## src/rtl/serial_add_ctrl.sv

```systemverilog
// serial_add_ctrl: bit-serial adder sequencer.
// One 1-bit full-adder slice (two half adders plus an OR) is reused across
// all WIDTH bit positions, one bit per clock, LSB first.
//
// Ports:
//   clk    - rising-edge clock
//   reset  - asynchronous, active-high reset
//   start  - operation request, accepted in IDLE or DONE
//   a, b   - WIDTH-bit operands, captured on the accept edge
//   cin    - carry-in, captured on the accept edge
//   busy   - high while the adder slice is in use
//   done   - one-cycle pulse, sum/cout valid from this cycle
//   sum    - registered result, held until the next completion
//   cout   - registered carry-out, held until the next completion

module half_adder (
  input  logic x,
  input  logic y,
  output logic s,
  output logic c
);
  assign s = x ^ y;
  assign c = x & y;
endmodule

module serial_add_ctrl #(
  parameter  int WIDTH = 8,
  localparam int CNT_W = $clog2(WIDTH + 1)
) (
  input  logic             clk,
  input  logic             reset,
  input  logic             start,
  input  logic [WIDTH-1:0] a,
  input  logic [WIDTH-1:0] b,
  input  logic             cin,
  output logic             busy,
  output logic             done,
  output logic [WIDTH-1:0] sum,
  output logic             cout
);

  typedef enum logic [1:0] {
    S_IDLE  = 2'd0,
    S_SHIFT = 2'd1,
    S_DONE  = 2'd2
  } state_t;

  state_t           state;
  logic [WIDTH-1:0] op_a;
  logic [WIDTH-1:0] op_b;
  logic [WIDTH-1:0] acc;
  logic             carry;
  logic [CNT_W-1:0] count;

  logic ha1_s, ha1_c;
  logic ha2_s, ha2_c;
  logic new_carry;

  half_adder u_ha1 (
    .x (op_a[0]),
    .y (op_b[0]),
    .s (ha1_s),
    .c (ha1_c)
  );

  half_adder u_ha2 (
    .x (ha1_s),
    .y (carry),
    .s (ha2_s),
    .c (ha2_c)
  );

  assign new_carry = ha1_c | ha2_c;

  always_ff @(posedge clk or posedge reset) begin
    if (reset) begin
      state <= S_IDLE;
      busy  <= 1'b0;
      done  <= 1'b0;
      sum   <= '0;
      cout  <= 1'b0;
      op_a  <= '0;
      op_b  <= '0;
      acc   <= '0;
      carry <= 1'b0;
      count <= '0;
    end else begin
      case (state)
        S_IDLE, S_DONE: begin
          done <= 1'b0;
          if (start) begin
            op_a  <= a;
            op_b  <= b;
            carry <= cin;
            acc   <= '0;
            count <= '0;
            busy  <= 1'b1;
            state <= S_SHIFT;
          end else begin
            busy  <= 1'b0;
            state <= S_IDLE;
          end
        end

        S_SHIFT: begin
          op_a  <= op_a >> 1;
          op_b  <= op_b >> 1;
          acc   <= {ha2_s, acc[WIDTH-1:1]};
          carry <= new_carry;
          count <= count + CNT_W'(1);
          // Last bit: publish the accumulator including this cycle's bit,
          // so sum never exposes a partially built value.
          if (count == CNT_W'(WIDTH - 1)) begin
            sum   <= {ha2_s, acc[WIDTH-1:1]};
            cout  <= new_carry;
            busy  <= 1'b0;
            done  <= 1'b1;
            state <= S_DONE;
          end
        end

        default: begin
          busy  <= 1'b0;
          done  <= 1'b0;
          state <= S_IDLE;
        end
      endcase
    end
  end

endmodule

```

## config.mk

```make
export PLATFORM = sky130hd
export DESIGN_NAME = serial_add_ctrl
export DESIGN_NICKNAME = d
export VERILOG_FILES = /design/src/rtl/serial_add_ctrl.sv
export SDC_FILE = /design/constraint.sdc
export NUM_CORES = 1
export LEC_CHECK = 0
export BUFFER_PORTS_ARGS = -buffer_cell sky130_fd_sc_hd__buf_2
export CAP_MARGIN = 20
export CORE_MARGIN = 2
export CORE_UTILIZATION = 55
export DETAILED_ROUTE_END_ITERATION = 16
export PLACE_DENSITY_LB_ADDON = 0.12
export SETUP_SLACK_MARGIN = 0.05
export SYNTH_ARGS = -nofsm -noshare
export SYNTH_HDL_FRONTEND = slang
export SYNTH_SLANG_ARGS = --single-unit
```

## constraint.sdc

```tcl
create_clock -name clk -period 2.6 [get_ports clk]
set_input_delay 0.39 -clock clk [delete_from_list [all_inputs] [get_ports clk]]
set_output_delay 0.39 -clock clk [all_outputs]
set_load 0.02 [all_outputs]
```

After elaboration in Yosys (flattened, before gate mapping)

Cells that the tools add are included.

Word-level logic and storage cells: 44
Output and inout bits: 11
Input bits: 20
Register bits: 42

Add/subtract/negate cells: 1
Bitwise gates (word level): 5
Equal/unequal tests: 5
Reduce and logical (&&, ||, !) cells: 5
Muxes and demuxes: 18

Operators by type and width:

| cell                                                             | number |
|---|---|
| 8-bit case mux with 2 select lines                               | 3 |
| 8-bit two-way mux                                                | 3 |
| 4-bit case mux with 2 select lines                               | 1 |
| 1-bit two-way mux                                                | 6 |
| 4-bit by 1-bit adder with 4-bit output (second input constant)   | 1 |
| 4-bit by 3-bit == test with 1-bit output (second input constant) | 1 |
| 4-bit two-way mux                                                | 1 |
| 2-bit != test (second input constant)                            | 2 |
| 1-bit case mux with 2 select lines                               | 2 |
| 2-bit case mux with 2 select lines                               | 1 |
| 2-bit AND reduction                                              | 2 |
| 1-bit AND                                                        | 2 |
| 2-bit by 1-bit == test with 1-bit output (second input constant) | 1 |
| 2-bit == test (second input constant)                            | 1 |
| 2-bit logical NOT                                                | 1 |
| 2-bit two-way mux                                                | 1 |
| 2-bit nonzero test                                               | 1 |
| 2-bit OR reduction                                               | 1 |
| 1-bit XOR                                                        | 2 |
| 1-bit OR                                                         | 1 |

Logic depth before layout (Yosys ltp)

Gate-level depths: netlist of run 1.

Depth in word-level cells: 4
Gate-level depth with buffers: 5
Mapped depth without buffers: 4

Hierarchy

Synthesis of run 1 repeated with hierarchy kept, for this count alone.

Cell total of the unflattened synthesis: 135
Area total of the unflattened synthesis: 1617.8 um2

Modules (own cells, without submodules):

| module          | cells each | seq. area each (um2) | instances | area each (um2) |
|---|---|---|---|---|
| serial_add_ctrl | 133        | 975.9                | 1         | 1592.8 |
| half_adder      | 1          | 0.0                  | 2         | 12.5 |

Least setup slack after synthesis of run 1

No wires, ideal clock.

Kind: register to register
Start: register done (netlist name)
End: register sum[7]
Buffers on the path: 1
Arrival: 1.317 ns
Setup time: 0.127 ns
Slack: 1.156 ns
Stages on the path, launching flop included: 5
Data required time: 2.473 ns
Clock period less this slack: 1.444 ns
Cell sequence: dfrtp_1 -> and2b_1 -> nor3b_2 -> buf_6 -> mux2_1

RTL lines:

| item                 | line | text |
|---|---|---|
| end signal, assigned | 114  | `sum <= {ha2_s, acc[WIDTH-1:1]};` |
| end, declared        | 38   | `output logic [WIDTH-1:0] sum,` |

Final worst setup path of run 1

Start: register count[0]
End: register cout

Longest elaborated chain between the ends: 2

Ends and longest elaborated chain:

| item                                     | line | text |
|---|---|---|
| start, declared                          | 53   | `logic [CNT_W-1:0] count;` |
| start signal, assigned                   | 110  | `count <= count + CNT_W'(1);` |
| 4-bit by 3-bit == test with 1-bit output | 113  | `if (count == CNT_W'(WIDTH - 1)) begin` |
| 2-bit AND reduction (no line)            | n/a  |  |
| end signal, assigned                     | 115  | `cout <= new_carry;` |
| end, declared                            | 39   | `output logic cout` |

Every way passes these cells.
A chain may end at the register's enable or synchronous reset.

==> results of run 1 <==
==> cell type report <==
type	instances	area, um2	share of cell area
Sequential cell	39	976	0.521
Multi-Input combinational cell	66	578	0.308
Timing Repair Buffer	33	173	0.0921
Clock inverter	3	67.6	0.0360
Tap cell	31	38.8	0.0207
Clock buffer	5	37.5	0.0200
Inverter	1	3.75	0.00200
==> cells in the mapped netlist <==
master and instances:
sky130_fd_sc_hd__nand2b_1 1, sky130_fd_sc_hd__mux2_2 1, sky130_fd_sc_hd__inv_1 1, sky130_fd_sc_hd__and2b_1 1
sky130_fd_sc_hd__o21ai_0 1, sky130_fd_sc_hd__mux2_1 9, sky130_fd_sc_hd__dfrtp_1 39, sky130_fd_sc_hd__buf_2 2
sky130_fd_sc_hd__nor3b_2 1, sky130_fd_sc_hd__ha_1 1, sky130_fd_sc_hd__nor2_4 1, sky130_fd_sc_hd__nand2_1 3
sky130_fd_sc_hd__nand4_1 1, sky130_fd_sc_hd__buf_4 4, sky130_fd_sc_hd__nor2b_1 2, sky130_fd_sc_hd__a21o_1 15
sky130_fd_sc_hd__mux2i_1 2, sky130_fd_sc_hd__fa_1 1, sky130_fd_sc_hd__buf_6 2, sky130_fd_sc_hd__a22o_1 26
==> worst max-delay path: stages, from the launching register on <==
cell                      delay (ns)
sky130_fd_sc_hd__dfrtp_1        0.40
sky130_fd_sc_hd__ha_1           0.19
sky130_fd_sc_hd__nand2_1        0.08
sky130_fd_sc_hd__nor3b_2        0.65
sky130_fd_sc_hd__mux2_1         0.39
==> cells by family (layout without fill, tap and decap cells) <==
| group | count (synthesis) | count (layout) | synth area share |
|---|---|---|---|
| flip-flops | 39 | 39 | 0.602 |
| multiplexers | 12 | 12 | 0.0819 |
| AND/OR/NAND/NOR | 10 | 10 | 0.0417 |
| buffers and inverters | 9 | 42 | 0.0409 |
| AO/OA/AOI/OAI | 42 | 42 | 0.213 |
| adder cells (fa/ha/maj) | 2 | 2 | 0.0201 |
==> final timing paths <==
path / to / cells after the start
worst max-delay path: cout / 4
worst min-delay path: op_a[2] / 3
worst max register to register: cout / 4
worst min register to register: op_a[4] / 1
max in group asynchronous: op_b[5] / 3
min in group clk: op_a[7] / 2
==> stage by stage <==
| step | area [um2] | setup WS [ns] | utilization | cells | total power [W] |
|---|---|---|---|---|---|
| floorplan | 1620 | 1.16 | - | 114 | 0.00176 |
| finish | 1870 | 0.779 | 0.674 | 178 | 0.00242 |
| CTS | 1870 | 0.738 | 0.674 | 178 | 0.00245 |
| global route | 1870 | 0.605 | 0.674 | 178 | 0.00260 |
| global placement | 1770 | 0.836 | 0.636 | 170 | 0.00190 |
| detailed placement | 1770 | 0.761 | 0.636 | 170 | 0.00195 |
==> routing by layer <==
metal | vias up | track usage | part of all wire
li1 | 487 | - | -
met1 | 501 | 0.256 | 0.47
met2 | 29 | 0.279 | 0.47
met3 | 6 | 0.0446 | 0.044
met4 | 0 | 0.0897 | 0.021
met5 | - | 0 | 0
==> state kept, by name, indices dropped and copies added, names as in the netlist <==
name   cells
op_a       8
op_b       8
sum        8
acc        7
count      4
carry      1
cout       1
done       1
state      1
==> where the power goes <==
group | leakage, nW | switching, W | internal, W
registers | 0.498 | 0.000170 | 0.000869
clock network | 0.0514 | 0.000200 | 0.000299
logic | 0.479 | 0.000441 | 0.000443
total | 1.03 | 0.000811 | 0.00161
==> results.md, run 1 <==
CTS:
- The root buffer cell chosen for the clock tree is sky130_fd_sc_hd__clkbuf_4.
- The clock transition at the registers of the reported paths is 0.12 ns.
- The buffer count from post-CTS setup fixing is 0.
- The TritonCTS clock tree is done.
- The sink count of the clock tree is 39.
- Buffers inserted during clock tree synthesis total 5.
- The H-tree generated during clock tree synthesis spans 2 levels.
- In this run, post-CTS repair resized a total of 0 instances.
- The clock reaches the later pin of the worst-skew pair after 0.35 ns.
- The number of buffers between clock root and the deepest sink is 2.
- The hold buffer count at CTS is 0.

Pwr:
- The cell area power density is ~1300 nW/um2.
- Across the VDD grid, the largest voltage drop is about 0.0010 V.
- Summed over all cells, the static leakage comes to between 1 and 1.5 nW.

Detailed routing:
- For this block, the initial DRC count from the detailed router was 17.
- The wire length per cell after detailed routing is 15.1 um.
- After detailed routing, the number of vias per cell comes to 5.75.
- The count of nets left with antenna violations once routing finished came out at 0.
- After detailed routing, the total wire length is 2680 um.
- The via count of the routed design is 1,023.
- The number of detailed-routing iterations run before antenna repair is 4.
- In the routed design, unresolved DRC markers number 0.

STA:
- For the pin with the worst max-slew slack, the measured transition is 0.763 ns.
- For the final database, setup skew stands at 0.0109 ns.
- The post-layout minimum cycle time is 1.82 ns.
- Hold is met by 0.136 ns.
- The final period utilization is 0.700.
- Based on the critical path, the design can be clocked at up to 549 MHz.
- The setup violation total in the final timing report is 0.
- The relative slew slack is 0.489.
- The final max-slew violation count is 0.
- The number of endpoints with negative hold slack in the final report is 0.
- After routing, the total negative slack on setup checks comes to 0 ns.
- Setup repair after global routing left no endpoint under its margin.

Hold path:
- In this run the worst hold path is classified as input port to asynchronous set/reset pin.

Yosys:
- By area the synthesized netlist is led by sky130_fd_sc_hd__dfrtp_1 60%, sky130_fd_sc_hd__a22o_1 14%, sky130_fd_sc_hd__a21o_1 6.9%, sky130_fd_sc_hd__mux2_1 6.3%, sky130_fd_sc_hd__buf_4 1.9%.
- The count of cell types in the netlist is 20.
- The share of synthesized area in the top cell type comes to 0.602.
- When the netlist entered floorplanning its net count stood at ~140.
- The synthesized design contains 39 register bits.
- The top cell type by total area after synthesis is sky130_fd_sc_hd__dfrtp_1.
- Synthesis produced a netlist whose cell count is between 100 and 150.
- The cell area that synthesis handed to floorplanning was roughly 1600 um2.
- The average instance area after synthesis is 14.2 um2.
- The number of warnings reported in the yosys synthesis log is 0.
- The register area share after synthesis is 0.602.

Setup path:
- The worst setup path is launched from a flip-flop.
- The reg-to-reg setup timing slack is 0.78 ns.
- The worst flop-to-flop path startpoint is count[0].
- The top fanout value on the critical path is 10.
- The critical path is of the flip-flop to flip-flop type.
- The worst setup path is captured at a flip-flop.
- The critical path required time is 2.83 ns.
- The timing startpoint of the critical path is count[0].
- The critical path data arrival time is 2.05 ns.

Finish:
- The final net count is 168.
- After filler insertion, the fill cell instance count of the layout stands at 217.
- The layout overhead on the synthesized area is 15.7%.
- The library cells used most frequently in the layout, excluding fill and tap cells, are 39 x sky130_fd_sc_hd__dfrtp_1, 30 x sky130_fd_sc_hd__buf_2, 26 x sky130_fd_sc_hd__a22o_1.
- The repair_antennas step left the layout with diodes totalling 0.
- Leaving out fill and tap cells, the most frequent cell in the layout is sky130_fd_sc_hd__dfrtp_1.
- Of the cells placed in the final design, the portion with a size suffix greater than 1 is 0.299.

GRT:
- The number of antenna violations at the first check in global routing was 0.
- The total congestion overflow is 0.
- The global-route wire length before repair is about 4700 um.
- The number of global-route vias before repair is 1,016.
- The maximum number of pins on one net before global-route repair is 40.
- Across every metal layer, demand over resource in global routing totals 0.186.

Floorplan:
- After floorplanning, the core was sized to cover 2780 um2.
- The die span in x is 58.3 um.
- The site row count is 19.
- For this configuration, the core starts out at a cell density of 0.583.
- The number of top-level design ports is 31.
- The chip height is 58.3 um.
- The full die area is 3400 um2.

Placed design:
- Buffers placed on the I/O ports in this run total 30.
- The placed wire-length estimate is 1730 um.
- At the end of routability-driven placement, the weighted congestion stood at roughly 0.7.

Run status:
- The flow ran to the end, and the final reports show no timing, DRC or antenna violations.

Run:
- The reported max-cap violation count is 0.
Note: power is estimated with default switching activity, not from simulation.
==> run 2: changes to the inputs <==
--- a/config.mk
+++ b/config.mk
@@ -8,7 +8,7 @@
 export BUFFER_PORTS_ARGS = -buffer_cell sky130_fd_sc_hd__buf_2
 export CAP_MARGIN = 20
 export CORE_MARGIN = 2
-export CORE_UTILIZATION = 55
+export CORE_UTILIZATION = 53
 export DETAILED_ROUTE_END_ITERATION = 16
 export PLACE_DENSITY_LB_ADDON = 0.12
 export SETUP_SLACK_MARGIN = 0.05
==> constraint.sdc (replaced) <==
create_clock -name clk -period 1.8 [get_ports clk]
set_input_delay 0.27 -clock clk [delete_from_list [all_inputs] [get_ports clk]]
set_output_delay 0.27 -clock clk [all_outputs]
set_load 0.02 [all_outputs]
==> results.md, run 2 (synthesis gave the netlist of run 1 again) <==
Run status:
- The flow ran to the end, and the final reports show no timing, DRC or antenna violations.

Finish:
- The library cell used most frequently in the layout, excluding fill and tap cells, is sky130_fd_sc_hd__dfrtp_1.
- In the layout the commonest cells are 39 x sky130_fd_sc_hd__dfrtp_1, 30 x sky130_fd_sc_hd__buf_2, 26 x sky130_fd_sc_hd__a22o_1.
- The layout overhead on the synthesized area is 16.5%.
- The final net count is 170 (+1.2%).
- The final cell area excluding filler cells is 1890 um2 (+0.73%).
- The fraction of layout instances using a drive strength above 1 came to 0.302 (+0.00269).
- The utilization of the core after routing is 0.634 (-0.0398).
- The final antenna diode count came to 0 (unchanged).
- In the final layout, the registers with the most flip-flops are op_a (8), op_b (8), sum (8).

Setup path:
- The critical path's largest stage delay came to 0.38 ns (-0.27 ns).
- The reg-to-reg setup timing slack is 0.29 ns (-0.49 ns).
- The worst flop-to-flop path startpoint is done.
- For this design, the slowest cell found on the critical path is sky130_fd_sc_hd__dfrtp_1.
- The top fanout value on the critical path is 10 (unchanged).
- The worst reg-to-reg path cell count is 4 (unchanged).
- On the critical path the largest part of the delay comes from simple AND/OR/NAND/NOR gates.
- The critical path data arrival time is 1.74 ns (-0.31 ns).
- The timing startpoint of the critical path is done.
- The worst setup path is captured at a flip-flop.
- The startpoint class of the critical path is a flip-flop.
- The critical path depth is 4 (unchanged).
- The signal on the critical path passes through and2b_1 -> nor3b_2 -> buf_4 -> mux2_1.
- The critical path is of the flip-flop to flip-flop type.
- The critical path required time is 2.03 ns (-0.80 ns).
- The number of buffer and inverter instances along the worst setup path is 1 (+1).
- In this run the worst setup path terminates at sum[6].
- The endpoint of the worst register-to-register path is sum[6].

STA:
- The maximum operating frequency is 661 MHz (+20%).
- The number of endpoints with negative hold slack in the final report came to 0 (unchanged).
- The setup violation total in the final timing report is 0 (unchanged).
- Setup repair after global routing left no endpoint under its margin.
- The actual slew at the worst max-slew pin came to 0.561 ns (-0.202 ns).
- The relative slew slack came to 0.625 (+0.136).
- The slack of the critical path is 0.287 ns (-0.492 ns).
- The post-route setup TNS came to 0 ns (unchanged).
- The post-layout minimum cycle time is 1.51 ns (-0.308 ns).
- The final max-slew violation count is 0 (unchanged).
- The final period utilization is 0.841 (+0.140).
- The setup clock skew after layout is 0.0110 ns (+0.000166 ns).

GRT:
- The number of global-route vias before repair came to 954 (-6.1%).
- The maximum number of pins on one net before global-route repair came to 40 (unchanged).
- The global-route wire length before repair is 4440 um (-5.4%).
- The number of antenna violations at the first check in global routing came to 0 (unchanged).
- The total congestion overflow is 0 (unchanged).
- The global-route total usage across every layer was 0.176 (-0.0103).

CTS:
- The number of buffers added by the clock tree synthesis step is 5 (unchanged).
- The hold buffer count at CTS is 0 (unchanged).
- TritonCTS built the clock tree.
- The clock transition at the registers of the reported paths is 0.11 ns (about the same).
- The number of H-tree branching levels is 2 (unchanged).
- The buffer count from post-CTS setup fixing came to 0 (unchanged).
- The clock tree root driver cell is sky130_fd_sc_hd__clkbuf_4.
- The number of gates given a new drive strength after cts is 0 (unchanged).
- The source-to-sink clock delay at the later pin of the worst-skew pair came to 0.35 ns (about the same).
- The sink count of the clock tree is 39 (unchanged).
- The number of buffers between clock root and the deepest sink is 2 (unchanged).

Detailed routing:
- The routed via count divided by cell count is 5.64 (-1.9%).
- The number of detailed-routing iterations run before antenna repair is 4 (unchanged).
- The overall routed net length is 2660 um (-0.63%).
- The via count of the routed design was 1,026 (+0.29%).
- The remaining number of nets flagged by the antenna check after routing is 0 (unchanged).
- The number of design-rule violations left by the first detailed-router iteration is 18 (+1).
- The detailed-route DRC error count is 0 (unchanged).
- The wire length per cell after detailed routing was 14.6 um (-2.8%).

Placed design:
- The placement-stage worst setup slack is 0.284 ns (-0.477 ns).
- The placed wire-length estimate was 1840 um (+6.3%).
- The number of buffers inserted by port buffering is 30 (unchanged).
- The routability congestion estimate from global placement was 0.671 (-6.4%).
- The post-placement cell area is 1790 um2 (+0.99%).

Pwr:
- The internal power component is 0.00235 W (+46%).
- The net switching power was 0.00116 W (+43%).
- The static power due to leakage is 1.04 nW (+1.1%).
- The switching portion of total power was 0.331 (-0.00433).
- The relative contribution of sequential cells to total power is 0.424 (-0.005).
- The cell area power density came to 1860 nW/um2 (+44%).
- The clock group share of total power was 0.203 (-0.003).
- The peak ir drop on the vdd network is 0.000896 V (-11%).
- The combinational fraction of design power is 0.373 (+0.008).

Floorplan:
- The die span in x came to 59.3 um (+1.7%).
- The initial core utilization is 0.544 (-0.0384).
- The site row count came to 20 (+1).
- The chip height is 59.3 um (+1.7%).
- The full die area is 3520 um2 (+3.5%).
- The number of top-level design ports is 31 (unchanged).
- The placeable core region is 2980 um2 (+7.1%).

Run:
- The reported max-cap violation count is 0 (unchanged).

Hold path:
- In this run the worst hold path is classified as input port to asynchronous set/reset pin.
-- run 2: worst register-to-register path, stage by stage (launching register included) --
cell	delay [ns]
sky130_fd_sc_hd__dfrtp_1	0.38
sky130_fd_sc_hd__and2b_1	0.29
sky130_fd_sc_hd__nor3b_2	0.19
sky130_fd_sc_hd__buf_4	0.20
sky130_fd_sc_hd__mux2_1	0.34
-- run 2: how the worst min path moves through the flow --
| stage | startpoint | end | slack (ns) | depth (start not counted) |
|---|---|---|---|---|
| 2_1_floorplan | start | state[0] | 0.40 | 2 |
| 3_3_place_gp | reset | op_b[3] | 0.40 | 3 |
| 3_5_place_dp | reset | op_b[3] | 0.41 | 3 |
| 4_1_cts | reset | op_b[3] | 0.01 | 3 |
| 5_1_grt | reset | op_b[3] | 0.03 | 3 |
| 6_report | reset | op_b[3] | 0.0003 | 3 |
-- run 2: area by class of cell --
type,count,area (um2)
inverter,1,3.75
tap,33,41.3
clock buffer,6,41.3
fill,258,1090
multi-input combinational,66,578
timing repair buffer,35,188
clock inverter,2,60.1
sequential,39,976
-- run 2: layer usage --
metal / up-vias / routed length, um / track usage
met5: - / 0 / 0
met4: 0 / 35 / 0.0682
met3: 4 / 123 / 0.0655
met2: 27 / 1250 / 0.253
met1: 503 / 1250 / 0.243
li1: 492 / - / -
-- run 2: power by group through the flow --
| stage | combinational (W) | clock, W | sequential [W] |
|---|---|---|---|
| 2_1_floorplan | 0.000977 | 0 | 0.00157 |
| 3_3_place_gp | 0.00128 | 0 | 0.00149 |
| 3_5_place_dp | 0.00133 | 0 | 0.00151 |
| 4_1_cts | 0.00133 | 0.000725 | 0.00149 |
| 5_1_grt | 0.00147 | 0.000763 | 0.00154 |
| 6_report | 0.00131 | 0.000714 | 0.00149 |
-- run 2: metrics by stage --
stage / power [W] / std cells / hold slack [ns]
after detailed placement: 0.00284 / 174 / 0.409
after global routing: 0.00378 / 182 / 0.0345
after global placement: 0.00278 / 174 / 0.399
after CTS: 0.00355 / 182 / 0.0122
final: 0.00352 / 182 / 0.000335
after floorplan: 0.00255 / 114 / 0.403
==> run 3: changes to the inputs <==
--- a/config.mk
+++ b/config.mk
@@ -8,7 +8,7 @@
 export BUFFER_PORTS_ARGS = -buffer_cell sky130_fd_sc_hd__buf_2
 export CAP_MARGIN = 20
 export CORE_MARGIN = 2
-export CORE_UTILIZATION = 53
+export CORE_UTILIZATION = 48
 export DETAILED_ROUTE_END_ITERATION = 16
 export PLACE_DENSITY_LB_ADDON = 0.12
 export SETUP_SLACK_MARGIN = 0.05
==> constraint.sdc (replaced) <==
create_clock -name clk -period 1.2 [get_ports clk]
set_input_delay 0.18 -clock clk [delete_from_list [all_inputs] [get_ports clk]]
set_output_delay 0.18 -clock clk [all_outputs]
set_load 0.02 [all_outputs]
==> results.md, run 3 (synthesis gave the netlist of run 1 again) <==
CTS:
- The clock tree root driver cell is sky130_fd_sc_hd__clkbuf_4.
- The number of buffers added by the clock tree synthesis step is 5 (unchanged).
- The number of H-tree branching levels is 2 (unchanged).
- TritonCTS built the clock tree.
- The number of buffers between clock root and the deepest sink was 2 (unchanged).
- The source-to-sink clock delay at the later pin of the worst-skew pair is 0.34 ns (about the same).
- The clock transition at the registers of the reported paths is 0.11 ns (about the same).
- The sink count of the clock tree is 39 (unchanged).

Finish:
- The largest registers in the layout are op_a (8), op_b (8), sum (8).
- The layout overhead on the synthesized area is 32.9%.
- The fraction of layout instances using a drive strength above 1 is 0.455 (+0.153).
- The utilization of the core after routing is 0.656 (+0.0216).
- The top cell types in the final layout, fill and taps aside, are 38 x sky130_fd_sc_hd__dfrtp_1, 28 x sky130_fd_sc_hd__buf_2, 26 x sky130_fd_sc_hd__a22o_1.
- The library cell used most frequently in the layout, excluding fill and tap cells, is sky130_fd_sc_hd__dfrtp_1.
- The final net count is 187 (+10%).
- The final antenna diode count is 0 (unchanged).

STA:
- The final max-slew violation count is 0 (unchanged).
- The actual slew at the worst max-slew pin is 0.209 ns (-0.352 ns).
- The relative slew slack is 0.861 (+0.236).
- The post-layout minimum cycle time is 1.46 ns (-0.0498 ns).
- The number of endpoints with negative hold slack in the final report is 0 (unchanged).
- The post-route setup TNS was -7.50 ns (-7.50 ns).
- The final period utilization is 1.22 (+0.379).
- The maximum operating frequency is 683 MHz (+3.4%).
- The setup clock skew after layout came to 0.00562 ns (-0.00542 ns).
- The setup violation total in the final timing report is 37 (+37).
- The slack of the critical path is -0.263 ns (-0.550 ns).
- Setup repair after global routing could not meet its margin everywhere.

Setup path:
- The critical path's largest stage delay was 0.40 ns (+0.02 ns).
- The startpoint class of the critical path is a flip-flop.
- The number of buffer and inverter instances along the worst setup path is 1 (unchanged).
- The cell with the largest stage delay on the worst path is sky130_fd_sc_hd__dfrtp_1.
- The critical path required time was 1.43 ns (-0.60 ns).
- Walking the worst path, the cells encountered are and2b_2 -> nor3b_4 -> buf_6 -> mux2_4.
- Grouping stages by cell kind, the critical path spends the most delay in simple AND/OR/NAND/NOR gates.
- The setup path with the least slack is of type flip-flop to flip-flop.
- The critical path data arrival time was 1.70 ns (-0.04 ns).
- The top fanout value on the critical path is 5 (-5).
- The kind of end point of the critical path is a flip-flop.

Detailed routing:
- The number of design-rule violations left by the first detailed-router iteration is 31 (+13).
- The number of detailed-routing iterations run before antenna repair is 4 (unchanged).
- The wire length per cell after detailed routing is 15.1 um (+2.9%).
- The remaining number of nets flagged by the antenna check after routing is 0 (unchanged).
- The routed via count divided by cell count is 5.27 (-6.4%).
- The overall routed net length was 3180 um (+19%).
- The detailed-route DRC error count is 0 (unchanged).
- The via count of the routed design came to 1,113 (+8.5%).

Floorplan:
- The site row count was 21 (+5.0%).
- The die span in x is 62.1 um (+4.7%).
- The number of top-level design ports is 31 (unchanged).
- The chip height came to 62.1 um (+4.7%).
- The full die area is 3860 um2 (+9.7%).
- The placeable core region is 3280 um2 (+10%).
- The initial core utilization is 0.493 (-0.0508).

Pwr:
- The peak ir drop on the vdd network is 0.00127 V (+42%).
- The cell area power density is 2710 nW/um2 (+45%).
- The static power due to leakage is 1.16 nW (+11%).
- The total power consumption of the routed design is 0.00583 W (+66%).

GRT:
- The maximum number of pins on one net before global-route repair is 40 (unchanged).
- The number of antenna violations at the first check in global routing came to 0 (unchanged).
- The global-route wire length before repair is 5350 um (+21%).
- The number of global-route vias before repair is 1,160 (+22%).
- The total congestion overflow is 0 (unchanged).
- The global-route total usage across every layer is 0.176 (about the same).

Run:
- The reported max-cap violation count is 0 (unchanged).

Placed design:
- The placed wire-length estimate is 2010 um (+9.4%).
- The placement-stage worst setup slack is -0.265 ns (-0.549 ns).
- The routability congestion estimate from global placement came to 0.724 (+8.0%).
- The number of buffers inserted by port buffering is 30 (unchanged).

Hold path:
- The min-delay analysis places its worst path in the category input port to flip-flop.

Run status:
- The final reports fail on setup timing.
- The run finished, with violations left.
==> run 3: cell types whose count changed in the layout (fill, tap and decap cells not counted), moves of 2 or more <==
| cell | previous run | this run |
|---|---|---|
| sky130_fd_sc_hd__buf_6 | 0 | 10 |
| sky130_fd_sc_hd__buf_2 | 30 | 28 |
| sky130_fd_sc_hd__mux2_1 | 9 | 0 |
| sky130_fd_sc_hd__buf_4 | 5 | 8 |
| sky130_fd_sc_hd__buf_12 | 0 | 4 |
| sky130_fd_sc_hd__bufinv_16 | 2 | 0 |
| sky130_fd_sc_hd__mux2_4 | 0 | 10 |
==> run 3: worst register-to-register path, delay by kind of cell, from the launching register on <==
kind	cells	cell delay, ns
simple gates	2	0.49
flops	1	0.40
mux	1	0.30
buf+inv	1	0.17
==> run 3: repair_timing <==
action / 4_1_cts / 5_1_grt
buffers inserted: 3 / 0
hold buffers: 1 / 0
gates cloned: 1 / 1
hold endpoints to repair: 39 / 0
setup endpoints to repair: 39 / 40
gates resized for setup: 25 / 4
pin swaps: 4 / 5
==> run 3: area by class of cell <==
| type | count | area (um2) |
|---|---|---|
| Clock buffer | 6 | 51.3 |
| Clock inverter | 1 | 5.00 |
| Fill cell | 260 | 1130 |
| Inverter | 1 | 3.75 |
| Multi-Input combinational cell | 66 | 631 |
| Sequential cell | 39 | 977 |
| Tap cell | 46 | 57.6 |
| Timing Repair Buffer | 52 | 428 |
==> run 3: power breakdown <==
group          internal, W  switching (W)  leakage (nW)  total (W)
logic              0.00170        0.00120         0.626    0.00290
registers          0.00189       0.000364         0.498    0.00225
clock network     0.000272       0.000411        0.0341   0.000683
==> run 3: per-layer routing <==
metal | track usage | vias to the layer above | wire length (um)
li1 | - | 522 | -
met1 | 0.212 | 564 | 1410
met2 | 0.302 | 22 | 1590
met3 | 0.0543 | 5 | 131
met4 | 0.0583 | 0 | 46
met5 | 0 | - | 0
==> run 3: per-stage QoR <==
| stage | cell area, um2 | hold WS [ns] | cells |
|---|---|---|---|
| finish | 2150 | 0.0591 | 211 |
| detailed placement | 1930 | 0.242 | 198 |
| global route | 2150 | 0.0413 | 211 |
| floorplan | 1650 | 0.320 | 114 |
| global placement | 1930 | 0.242 | 198 |
| CTS | 2110 | 0.0459 | 210 |
==> run 3: final timing paths <==
kind / from / end / slack (ns) / cells after the start
max in group asynchronous: reset / state[0] / 0.58 / 4
worst max-delay path: done / sum[3] / -0.26 / 4
worst min-delay path: a[7] / op_a[7] / 0.06 / 2
worst min register to register: op_b[5] / op_b[5] / 0.49 / 1
worst max register to register: done / sum[3] / -0.26 / 4
min in group asynchronous: reset / acc[1] / 0.41 / 4
